**src/rtl/spi_reg_bank.sv**
```systemverilog
// SPI-slave register bank (mode 0, MSB first) in the clk domain.
// sck, ncs and mosi are synchronised into clk, and edges are detected on the synchronised copies.
// Each frame is one command byte followed by zero or more DW-bit data words.
`timescale 1ns/1ps
module spi_reg_bank #(
    parameter int              NREG    = 4,
    parameter int              DW      = 32,
    parameter logic [NREG-1:0] WMASK   = {NREG{1'b1}},
    parameter logic [DW-1:0]   RST_VAL = '0
) (
    input  logic                 clk,
    input  logic                 nrst,
    input  logic                 sck,
    input  logic                 ncs,
    input  logic                 mosi,
    output logic                 miso,
    output logic [NREG*DW-1:0]   q,
    input  logic [NREG*DW-1:0]   rd_d,
    output logic [NREG-1:0]      wr_stb,
    output logic                 busy
);

    localparam int              CW          = $clog2(DW);
    localparam logic [CW-1:0]   LAST_BIT    = CW'(DW - 1);
    localparam logic [CW-1:0]   CMD_LAST    = CW'(7);
    // The status byte sits in the top byte of tx, so it is shifted out first.
    localparam logic [DW-1:0]   STATUS_WORD = DW'({4'hA, 4'(NREG - 1)}) << (DW - 8);

    typedef enum logic [1:0] {IDLE, CMD, DATA, SKIP} state_t;

    state_t            state_reg, state_next;
    logic [1:0]        sck_sync_reg, ncs_sync_reg, mosi_sync_reg;
    logic              sck_prev_reg, ncs_prev_reg;
    logic [CW-1:0]     bit_cnt_reg;
    logic [DW-1:0]     tx_reg;
    logic [DW-2:0]     rx_reg;
    logic [7:0]        cmd_reg;
    logic [3:0]        addr_reg;

    logic              sck_rise, sck_fall, ncs_rise, ncs_fall, mosi_bit;
    logic [7:0]        cmd_byte;
    logic [DW-1:0]     rx_word;
    logic              cmd_done, cmd_valid, word_done, do_write;
    logic [3:0]        addr_inc, addr_after;

    // Returns read-back word a; never indexes rd_d outside its NREG words.
    function automatic logic [DW-1:0] word_at(input logic [NREG*DW-1:0] bus, input logic [3:0] a);
        word_at = '0;
        for (int i = 0; i < NREG; i++)
            if (a == 4'(i)) word_at = bus[i*DW +: DW];
    endfunction

    function automatic logic writable(input logic [3:0] a);
        writable = 1'b0;
        for (int i = 0; i < NREG; i++)
            if (a == 4'(i)) writable = WMASK[i];
    endfunction

    // Two-flop synchronisers plus a previous-value flop for edge detection.
    always_ff @(posedge clk or negedge nrst) begin
        if (!nrst) begin
            sck_sync_reg  <= 2'b00;
            ncs_sync_reg  <= 2'b11;
            mosi_sync_reg <= 2'b00;
            sck_prev_reg  <= 1'b0;
            ncs_prev_reg  <= 1'b1;
        end else begin
            sck_sync_reg  <= {sck_sync_reg[0], sck};
            ncs_sync_reg  <= {ncs_sync_reg[0], ncs};
            mosi_sync_reg <= {mosi_sync_reg[0], mosi};
            sck_prev_reg  <= sck_sync_reg[1];
            ncs_prev_reg  <= ncs_sync_reg[1];
        end
    end

    assign sck_rise = sck_sync_reg[1] & ~sck_prev_reg;
    assign sck_fall = ~sck_sync_reg[1] & sck_prev_reg;
    assign ncs_rise = ncs_sync_reg[1] & ~ncs_prev_reg;
    assign ncs_fall = ~ncs_sync_reg[1] & ncs_prev_reg;
    assign mosi_bit = mosi_sync_reg[1];

    assign cmd_byte   = {cmd_reg[6:0], mosi_bit};
    assign rx_word    = {rx_reg, mosi_bit};
    assign cmd_valid  = {1'b0, cmd_byte[3:0]} < 5'(NREG);
    // A rising ncs ends the frame, so the in-flight bit is never committed.
    assign cmd_done   = (state_reg == CMD) && !ncs_rise && sck_rise && (bit_cnt_reg == CMD_LAST);
    assign word_done  = (state_reg == DATA) && !ncs_rise && sck_rise && (bit_cnt_reg == LAST_BIT);
    assign do_write   = word_done && cmd_reg[7] && writable(addr_reg);
    assign addr_inc   = (addr_reg == 4'(NREG - 1)) ? 4'd0 : addr_reg + 4'd1;
    assign addr_after = cmd_reg[6] ? addr_inc : addr_reg;

    // FSM state register.
    always_ff @(posedge clk or negedge nrst) begin
        if (!nrst) state_reg <= IDLE;
        else       state_reg <= state_next;
    end

    // FSM next-state logic.
    always_comb begin
        state_next = state_reg;
        case (state_reg)
            IDLE: if (ncs_fall) state_next = CMD;
            CMD: begin
                if (ncs_rise)      state_next = IDLE;
                else if (cmd_done) state_next = cmd_valid ? DATA : SKIP;
            end
            DATA:    if (ncs_rise) state_next = IDLE;
            SKIP:    if (ncs_rise) state_next = IDLE;
            default: state_next = IDLE;
        endcase
    end

    // Shift datapath: the bit counter, the rx/tx shifters, the command byte and the current address.
    always_ff @(posedge clk or negedge nrst) begin
        if (!nrst) begin
            bit_cnt_reg <= '0;
            tx_reg      <= '0;
            rx_reg      <= '0;
            cmd_reg     <= '0;
            addr_reg    <= '0;
        end else begin
            case (state_reg)
                IDLE: begin
                    if (ncs_fall) begin
                        bit_cnt_reg <= '0;
                        tx_reg      <= STATUS_WORD;
                    end
                end
                CMD: begin
                    if (!ncs_rise) begin
                        if (sck_rise) begin
                            cmd_reg <= cmd_byte;
                            if (bit_cnt_reg == CMD_LAST) begin
                                bit_cnt_reg <= '0;
                                addr_reg    <= cmd_byte[3:0];
                                tx_reg      <= word_at(rd_d, cmd_byte[3:0]);
                            end else begin
                                bit_cnt_reg <= bit_cnt_reg + CW'(1);
                            end
                        end else if (sck_fall && bit_cnt_reg != '0) begin
                            tx_reg <= tx_reg << 1;
                        end
                    end
                end
                DATA: begin
                    if (!ncs_rise) begin
                        if (sck_rise) begin
                            rx_reg <= rx_word[DW-2:0];
                            if (bit_cnt_reg == LAST_BIT) begin
                                bit_cnt_reg <= '0;
                                addr_reg    <= addr_after;
                                tx_reg      <= word_at(rd_d, addr_after);
                            end else begin
                                bit_cnt_reg <= bit_cnt_reg + CW'(1);
                            end
                        end else if (sck_fall && bit_cnt_reg != '0) begin
                            tx_reg <= tx_reg << 1;
                        end
                    end
                end
                default: ;
            endcase
        end
    end

    // The data registers and their write strobes. Each register owns its
    // flops, and its slice of q and its bit of wr_stb come from continuous assigns.
    for (genvar gi = 0; gi < NREG; gi++) begin : g_reg
        logic [DW-1:0] word_reg;
        logic          stb_reg;
        logic          hit;

        assign hit = do_write && (addr_reg == 4'(gi));

        // Load the received word and raise the strobe for exactly one clk.
        always_ff @(posedge clk or negedge nrst) begin
            if (!nrst) begin
                word_reg <= RST_VAL;
                stb_reg  <= 1'b0;
            end else begin
                stb_reg <= hit;
                if (hit) word_reg <= rx_word;
            end
        end

        assign q[gi*DW +: DW] = word_reg;
        assign wr_stb[gi]     = stb_reg;
    end

    assign busy = (state_reg != IDLE);
    assign miso = ((state_reg == CMD) || (state_reg == DATA)) ? tx_reg[DW-1] : 1'b0;

endmodule

```
**config.mk**
```make
export PLATFORM = sky130hd
export DESIGN_NAME = spi_reg_bank
export DESIGN_NICKNAME = d
export VERILOG_FILES = /design/src/rtl/spi_reg_bank.sv
export SDC_FILE = /design/constraint.sdc
export NUM_CORES = 1
export LEC_CHECK = 0
export ABC_AREA = 0
export BUFFER_PORTS_ARGS = -buffer_cell sky130_fd_sc_hd__buf_2
export CORE_MARGIN = 3
export CORE_UTILIZATION = 44
export DETAILED_ROUTE_END_ITERATION = 6
export PLACE_DENSITY_LB_ADDON = 0.08
export RECOVER_POWER = 100
export SLEW_MARGIN = 20
export SYNTH_ARGS = -nofsm -noshare
export SYNTH_HDL_FRONTEND = slang
export SYNTH_SLANG_ARGS = --single-unit
```
**constraint.sdc**
```tcl
create_clock -name clk -period 5.95 [get_ports clk]
set_input_delay 0.595 -clock clk [delete_from_list [all_inputs] [get_ports clk]]
set_output_delay 0.595 -clock clk [all_outputs]
set_load 0.05 [all_outputs]
```
Yosys cells after proc, flatten, opt, wreduce, memory -nomap -nowiden
Index checks and enable logic that the tools add are counted.

storage, ports and cells
  flip-flop bits (word level) = 222
  output and inout port bits = 134

cells by class
  bitwise logic cells = 9
  $add $sub $neg = 2
  reductions and logical operators = 30
  $lt $le $gt $ge = 1
  multiplexer cells = 45
  eq/ne operators = 25

operator list
  operator             number
  $mux 32              16
  $pmux 32 s3          1
  $mux 5               7
  $mux 4               8
  $eq 4x2->1 const B   6
  $pmux 5 s3           1
  $logic_and 1x1->1    13
  $eq 4x1->1 const B   3
  $logic_not 4->1      3
  $ne 2x2->1 const B   6
  $reduce_and 6->1     2
  $reduce_and 3->1     3
  $mux 2               4
  $pmux 4 s2           1
  $reduce_and 7->1     1
  $mux 1               6
  $ne 3x3->1 const B   2
  $pmux 2 s3           1
  $add 5x1->5 const B  1
  $eq 5x3->1 const B   1
  $eq 5x5->1 const B   1
  $not 1->1            5
  $reduce_bool 5->1    1
  $add 4x1->4 const B  1
  other kinds (12)     18

Depth between registers and ports, before layout
Gate-level depths: netlist of the first run.

  word-level depth = 12
  gate-level depth with buffers = 10
  gate-level depth less buffers = 9

Worst setup path before layout of the first run
Ideal clock, no wire load.

  path kind = reg2reg
  start point = register addr_reg[0]
  end point = register tx_reg[12]
  setup time = 122 ps
  clock period less this slack = 2522 ps
  slack = 3428 ps
  path buffers = 1
  data arrival time = 2401 ps
  cell stages (with the launch flop) = 8
  cells stage by stage = dfrtp_1 > inv_1 > ha_1 > mux2i_4 > buf_6 > mux4_2 > a221o_1 > a32o_1

on the way
  word-level cells in the longest chain between the ends = 12
  elaborated cells between the ends (all ways) = 16
  those cells by class = add/sub: 1; eq/ne: 4; mux: 10; reduce/logical: 1

ends and longest elaborated chain
  element                                    RTL line  RTL
  start: declaration                         38        logic [3:0] addr_reg;
  start signal: assignment                   135       addr_reg <= cmd_byte[3:0];
  start signal: assignment                   151       addr_reg <= addr_after;
  $add 4x1->4 or $eq 4x2->1 (tied branches)  89        assign addr_inc = (addr_reg == 4'(NREG - 1)) ? 4'd0 : addr_reg + 4'd1;
  $mux 4                                     89
  $mux 4 (*)                                 90        assign addr_after = cmd_reg[6] ? addr_inc : addr_reg;
  $logic_not 4->1                            50        if (a == 4'(i)) word_at = bus[i*DW +: DW];
  $mux 32 (3 in a row)                       50
  $mux 32 (*)                                50
  $mux 32 (*)                                149       if (bit_cnt_reg == LAST_BIT) begin
  $mux 32 (*)                                147       if (sck_rise) begin
  $mux 32 (*)                                146       if (!ncs_rise) begin
  $pmux 32 s3 (*)                            122       case (state_reg)
  end signal: assignment                     136       tx_reg <= word_at(rd_d, cmd_byte[3:0]);
  end signal: assignment                     152       tx_reg <= word_at(rd_d, addr_after);
  end signal: assignment                     157       tx_reg <= tx_reg << 1;
  end: declaration                           35        logic [DW-1:0] tx_reg;

Mark *: on every way between the ends. The rest lies on a longest branch, timed or not. The select of a mux whose other input is x is not followed.
A chain may end at the register's enable or synchronous reset.

Final worst setup path of the first run
  start point = register sck_sync_reg[1]
  end point = register g_reg[1].word_reg[29]

on the way
  word-level cells in the longest chain between the ends = 6

ends and longest elaborated chain
  element                         RTL line  RTL
  start: declaration              32        logic [1:0] sck_sync_reg, ncs_sync_reg, mosi_sync_reg;
  start signal: assignment        68        sck_sync_reg <= {sck_sync_reg[0], sck};
  $and 1x1->1                     76        assign sck_rise = sck_sync_reg[1] & ~sck_prev_reg;
  $logic_and 1x1->1 (2 in a row)  87        assign word_done = (state_reg == DATA) && !ncs_rise && sck_rise && (bit_cnt_reg == LAST_BIT);
  $logic_and 1x1->1 (2 in a row)  88        assign do_write = word_done && cmd_reg[7] && writable(addr_reg);
  $logic_and 1x1->1               173       assign hit = do_write && (addr_reg == 4'(gi));
  end signal: assignment          182       if (hit) word_reg <= rx_word;
  end: declaration                169       logic [DW-1:0] word_reg;

No other way between the ends.

==> out/qor.yml, run 1 <==
status:
  outcome: "complete, but fails checks"
  failed_checks: "capacitance limit, slew limit"
floorplanning:
  die_x_um: 165
  coreArea_mm2: 0.0246
  initial_core_util: 0.454
  dieArea_mm2: 0.0273
  die_h_um: 165
  num_rows: 57
  io-pin-count: 267
timing:
  fmax_ghz: 0.225
  setup_viol: 0
  clock_skew_ns: 0.0104
  finalMaxSlewViolations: 192
  rsz0062_at_grt: "false"
  fin_crit_ns: 4.45
  worstMarginPinSlew_ns: 3.33
  tns_ns: 0
  finalHoldViolations: 0
  timing.final.crit_share: 0.747
  slew-limit-headroom: -1.22
synthesis:
  yosysSeqAreaShare: 0.498
  synth-edff-count: 0
  yosysTopAreaCellShare: 0.491
  synthArstFlopShare: 1.00
  synthFlopType: "dfrtp_1"
  synthesis.area_mm2: 0.0112
  synth_fp_nets: 954
  syn_inst: 810
  ys_ff_latch: 222
  yosys.area.top_type: "dfrtp_1"
  yosysWarnings: 0
  yosysUniqueCellTypes: 60
  synth_area_per_cell_um2: 13.8
  synthTopCellsByArea: "dfrtp_1 (49%), mux2_2 (16%), mux4_2 (12%)"
routing:
  wl_per_cell_um: 19.3
  wirelength_um: 26900
  drt_iter0_drc: 492
  drt_pass1_iterations: 5
  postRouteAntennaNets: 0
  vias: 7843
  drc: 0
  via_per_inst: 5.63
cts:
  cts_root_buf: "clkbuf_16"
  clk_latency_ns: 0.51
  hold_buffers: 0
  tritoncts: "yes"
  clkTransAtPathRegs_ns: 0.06
  cts_buffer_depth: 3
  cts_buffers: 24
  cts_setup_buffers: 0
  htree_levels: 1
  cts.sinks: 222
  post_cts_resized: 0
placement:
  hpwl_um: 18100
  gp_congestion: 0.768
  port_buffers: 266
global_routing:
  busiest_layer: "met2"
  grtUsageMet1: 0.272
  grt_pass1_wl_um: 43000
  grt-ovfl-total: 0
  grtUsageMet3: 0.0369
  grtUsageMet2: 0.321
  grt.total_usage: 0.195
  grt_max_degree: 106
  antenna_found_initial: 0
  grt_pass1_vias: 7910
power_and_ir_drop:
  finalPower_uw: 4840
  power_density_mw_per_mm2: 365
  power.leakage_uw: 0.00636
  ir_drop_mv: 0.193
cells_and_area:
  drive_gt1_frac: 0.387
  diodes: 0
  area_growth_syn_to_layout_pct: 18.8
  nNetsFinal: 1194
  sequential_cell_area_mm2: 0.00556
  multi_input_area_mm2: 0.00518
  fillers: 2207
  largest_register_ffs: 128
critical_path:
  startpoint: "sck_sync_reg[1]"
  critPathKind: "flip-flop to flip-flop"
  rr_endpoint: "g_reg[1].word_reg[29]"
  reg2reg_from: "sck_sync_reg[1]"
  endpoint_kind: "flip-flop"
  worst-r2r-setup-slack_ns: 1.50
  r2r_cells: 7
  crit_required_ns: 6.34
  cp_max_fo: 39
  arrival_ns: 4.84
  endpoint: "g_reg[1].word_reg[29]"
  startpoint_type: "flip-flop"
flow_run:
  cap_viol_max_count: 4
hold_path:
  hp-class: "input pin to asynchronous set/reset pin"
[metal layers]
layer  share of wire  vias to the layer above
met4           0.013                        0
met5               0                        -
met2            0.48                      256
met3           0.069                       22
met1            0.44                     4001
li1                -                     3564
[Yosys cell counts (3+ instances only)]
library cell and instances:
dfstp_2 3, mux4_1 3, o21ai_0 20, nor2b_1 5
o31ai_1 3, and2_1 4, inv_1 14, clkbuf_1 31
o22ai_1 5, buf_2 7, a21oi_1 9, dfrtp_1 219
buf_1 5, a32o_1 26, mux2i_1 3, mux2_2 158
buf_6 16, nand2b_1 4, a31oi_1 4, mux4_2 59
nand3_1 30, buf_4 4, nand2_4 4, ha_1 11
mux2_1 11, and3_1 3, nor2_1 12, a221o_1 27
nand2_1 71
[cells in the final DEF (no fill, tap or decap), drive strengths merged, types with 4 or more instances in the layout]
master	count
mux4	62
a32o	26
nand2b	4
nor2	13
nand3	30
and2	5
buf	140
mux2	169
nor2b	5
clkbuf	174
nand2	76
a21oi	9
mux2i	4
o22ai	5
a31oi	4
ha	11
o21ai	21
clkinv	6
dfrtp	219
a221o	27
inv	14
[final cells by class]
class / count / share of cell area
timing repair buffer: 277 / 0.0938
clock buffer: 37 / 0.0542
clock inverter: 7 / 0.00754
sequential: 222 / 0.419
multi-input combinational: 510 / 0.391
inverter: 15 / 0.00424
tap: 324 / 0.0306
[per-stage QoR]
| stage | hold WS, ns | instances | cell area (um^2) | utilization | setup slack [ns] |
|---|---|---|---|---|---|
| after CTS | 0.155 | 1392 | 13500 | 0.547 | 2.36 |
| after global routing | 0.148 | 1392 | 13300 | 0.539 | 1.05 |
| after detailed placement | 0.350 | 1348 | 12600 | 0.513 | 2.38 |
| final | 0.124 | 1392 | 13300 | 0.539 | 1.50 |
| after floorplan | 0.299 | 810 | 11200 | - | 3.43 |
| after global placement | 0.335 | 1348 | 12600 | 0.513 | 2.44 |
[logic make-up (layout without fill, tap and decap cells)]
group                    count (synthesis)  after routing  share of synthesized area
AND/OR/NAND/NOR                        148            148                     0.0659
buffers and inverters                   78            336                     0.0391
adder cells (fa/ha/maj)                 11             11                     0.0123
AO/OA/AOI/OAI                          115            115                     0.0829
XOR/XNOR                                 1              1                   0.000784
flip-flops                             222            222                      0.498
multiplexers                           235            235                      0.301
[worst max-delay path, cell delays in order, from the launching register on]
cell and delay [ns]:
dfrtp_1 0.45, nand2b_1 0.10, clkbuf_1 1.29, nor2_1 0.22, nand2_1 1.12, nor4_4 0.20
nand2_4 0.52, mux2_2 0.41
[worst min path at each step]
stage                          startpoint          endpoint  slack [ns]
after floorplan                      nrst       addr_reg[0]        0.30
after global placement    sck_sync_reg[0]   sck_sync_reg[1]        0.33
after detailed placement  ncs_sync_reg[0]   ncs_sync_reg[1]        0.35
after CTS                             ncs   ncs_sync_reg[0]        0.15
after global routing                  ncs   ncs_sync_reg[0]        0.15
final                                nrst  g_reg[2].stb_reg        0.12
[report_power, final]
| group | total [uW] | internal, uW | switching [uW] | leakage [uW] |
|---|---|---|---|---|
| clock network | 1520 | 921 | 595 | 0.000404 |
| registers | 1800 | 1660 | 147 | 0.00305 |
| logic | 1520 | 700 | 818 | 0.00290 |
| total | 4840 | 3280 | 1560 | 0.00636 |
Note: power is estimated with default switching activity, not from simulation.
==> run 2, diff against run 1 <==
==> constraint.sdc (replaced) <==
create_clock -name clk -period 4 [get_ports clk]
set_input_delay 0.4 -clock clk [delete_from_list [all_inputs] [get_ports clk]]
set_output_delay 0.4 -clock clk [all_outputs]
set_load 0.05 [all_outputs]
==> run 2 against run 1 <==
Global-route usage barely moved. Power increased by 51%. Combinational power rose by 45%. Setup slack worse by 0.76 ns. Routed wire length decreased by 0.19%. Utilization increased by 0.44 points. Non-clock buffer count is 7 higher. The run still ends with capacitance limit, slew limit left. First-iteration DRC count is 9.8% lower. Sequential cell count did not move. Clock-buffer cell count down 5.
==> out/qor.yml, run 2 (synthesis gave the netlist of run 1 again) <==
cells_and_area:
  final_cell_mix: "dfrtp_1 (218), mux2_2 (158), clkbuf_1 (137)"  # was dfrtp_1 (218), mux2_2 (158), clkbuf_1 (143)
  nNetsFinal: 1202  # was 1194
  area_growth_syn_to_layout_pct: 19.8  # was 18.8%
  drive_gt1_frac: 0.395  # was 0.387
  final_area_mm2: 0.0134  # was 0.0133 mm^2
  mostFrequentLayoutCell: "dfrtp_1"  # unchanged
  diodes: 0  # unchanged
  largest_register_ffs: 128  # unchanged
floorplanning:
  initial_core_util: 0.454  # unchanged
  coreArea_mm2: 0.0246  # unchanged
  io-pin-count: 267  # unchanged
  die_x_um: 165  # unchanged
  num_rows: 57  # unchanged
  dieArea_mm2: 0.0273  # unchanged
  die_h_um: 165  # unchanged
critical_path:
  reg2reg_from: "sck_prev_reg"  # was sck_sync_reg[1]
  endpoint_kind: "flip-flop"  # unchanged
  crit_required_ns: 4.40  # was 6.34 ns
  arrival_ns: 3.65  # was 4.84 ns
  path_cells: "nand2b_1 -> nor2_1 -> nand2_2 -> clkbuf_1 -> mux2_2"  # was nand2b_1 -> clkbuf_1 -> nor2_1 -> nand2_1 -> nor4_4 -> nand2_4 -> mux2_2
  startpoint: "sck_prev_reg"  # was sck_sync_reg[1]
  cp.buffers_inverters: 1  # unchanged
  startpoint_type: "flip-flop"  # unchanged
  slowest_delay_ns: 1.44  # was 1.29 ns
  slowest_stage: "clkbuf_1"  # unchanged
  critPathKind: "flip-flop to flip-flop"  # unchanged
  cp_top_family: "buffers and inverters"  # was simple AND/OR/NAND/NOR gates
  cp_max_fo: 31  # was 39
routing:
  drt_pass1_iterations: 5  # unchanged
  via_per_inst: 5.58  # was 5.63
  wirelength_um: 26900  # about the same
  dr_wl_met3_um: 1900  # was 1870 um
  drc: 0  # unchanged
  wl_met1_um: 11800  # was 11900 um
  drt_iter0_drc: 444  # was 492
  vias: 7817  # was 7843
  route.met2.wl_um: 12900  # was 12800 um
  wl_per_cell_um: 19.2  # was 19.3 um
  top_layer_used: "met4"  # unchanged
  postRouteAntennaNets: 0  # unchanged
timing:
  clock_skew_ns: 0.00826  # was 0.0104 ns
  tns_ns: 0  # unchanged
  finalHoldViolations: 0  # unchanged
  slew-limit-headroom: -0.322  # was -1.22
  rsz0062_at_grt: "false"  # unchanged
  finalMaxSlewViolations: 32  # was 192
  timing.final.crit_share: 0.814  # was 0.747
  worstMarginPinSlew_ns: 1.98  # was 3.33 ns
  fin_crit_ns: 3.26  # was 4.45 ns
  fmax_ghz: 0.307  # was 0.225 GHz
  setup_viol: 0  # unchanged
hold_path:
  hp-class: "flip-flop to flip-flop"  # was input pin to asynchronous set/reset pin
  min_from: "mosi_sync_reg[0]"
cts:
  cts_setup_buffers: 0  # unchanged
  cts_root_buf: "clkbuf_16"  # unchanged
  cts_buffers: 25  # was 24
  htree_levels: 1  # unchanged
  tritoncts: "yes"  # unchanged
  cts_buffer_depth: 3  # unchanged
  cts.sinks: 222  # unchanged
  clkTransAtPathRegs_ns: 0.06  # about the same
  clk_latency_ns: 0.52  # was 0.51 ns
status:
  failed_checks: "capacitance limit, slew limit"  # unchanged
  outcome: "complete, but fails checks"  # unchanged
global_routing:
  grt.total_usage: 0.195  # about the same
  antenna_found_initial: 0  # unchanged
  grt-ovfl-total: 0  # unchanged
  grt_pass1_wl_um: 42900  # was 43000 um
  grt_max_degree: 118  # was 106
  grt_pass1_vias: 7924  # was 7910
power_and_ir_drop:
  power.leakage_uw: 0.00638  # was 0.00636 uW
  power_density_mw_per_mm2: 545  # was 365 mW/mm^2
  ir_drop_mv: 0.312  # was 0.193 mV
placement:
  hpwl_um: 18200  # was 18100 um
  port_buffers: 266  # unchanged
  place_area_mm2: 0.0127  # was 0.0126 mm^2
  gp_congestion: 0.752  # was 0.768
flow_run:
  cap_viol_max_count: 1  # was 4
## run 2: cell count changes in the layout (fill, tap and decap cells not counted), moves of 2 or more
cell	previous run	this run
clkinvlp_4	0	5
clkbuf_8	7	5
clkbuf_2	0	2
nand2_4	4	1
dlygate4sd3_1	0	4
clkbuf_1	143	137
clkinv_2	3	5
buf_4	8	11
nand2_2	0	4
## run 2: what timing repair did
item	CTS	global route
hold endpoints to repair	16	0
hold buffers	4	0
gates resized for setup	0	0
## run 2: metrics by stage
step	setup slack (ns)	instances	total power, uW	hold slack (ns)	util
2_1_floorplan	1.48	810	4410	0.104	-
3_3_place_gp	0.970	1351	4970	0.339	0.515
3_5_place_dp	0.979	1351	4980	0.345	0.515
4_1_cts	0.969	1401	7400	0.358	0.553
5_1_grt	0.481	1401	7720	0.372	0.544
6_report	0.743	1401	7280	0.355	0.544
## run 2: worst paths after layout
kind,slack [ns],cells past startpoint,endpoint
hold / removal,0.36,0,mosi_sync_reg[1]
max in group asynchronous,1.55,3,mosi_sync_reg[1]
setup / recovery,0.74,5,rx_reg[15]
hold reg to reg,0.36,0,mosi_sync_reg[1]
setup reg to reg,0.74,5,rx_reg[15]
min in group asynchronous,0.51,2,g_reg[1].stb_reg
## run 2: metal layers
layer  vias to the layer above  track usage
met1                      3940        0.270
met4                         0       0.0329
met3                        25       0.0349
met5                         -            0
li1                       3594            -
met2                       258        0.328
## run 2: layout make-up
| type | count | area, um^2 |
|---|---|---|
| Fill cell | 2235 | 11200 |
| Sequential cell | 222 | 5560 |
| Multi-Input combinational cell | 510 | 5170 |
| Timing Repair Buffer | 284 | 1310 |
| Clock buffer | 32 | 702 |
| Tap cell | 324 | 405 |
| Clock inverter | 14 | 173 |
| Inverter | 15 | 56.3 |
## run 2: where the power goes
| group | internal (uW) | switching (uW) |
|---|---|---|
| logic | 1040 | 1170 |
| clock network | 1440 | 927 |
| registers | 2460 | 246 |
## run 2: worst reg2reg max path, cell delays in order (launching register included)
cell and delay (ns):
dfrtp_1 0.38, nand2b_1 0.53, nor2_1 0.19, nand2_2 0.14, clkbuf_1 1.44, mux2_2 0.46
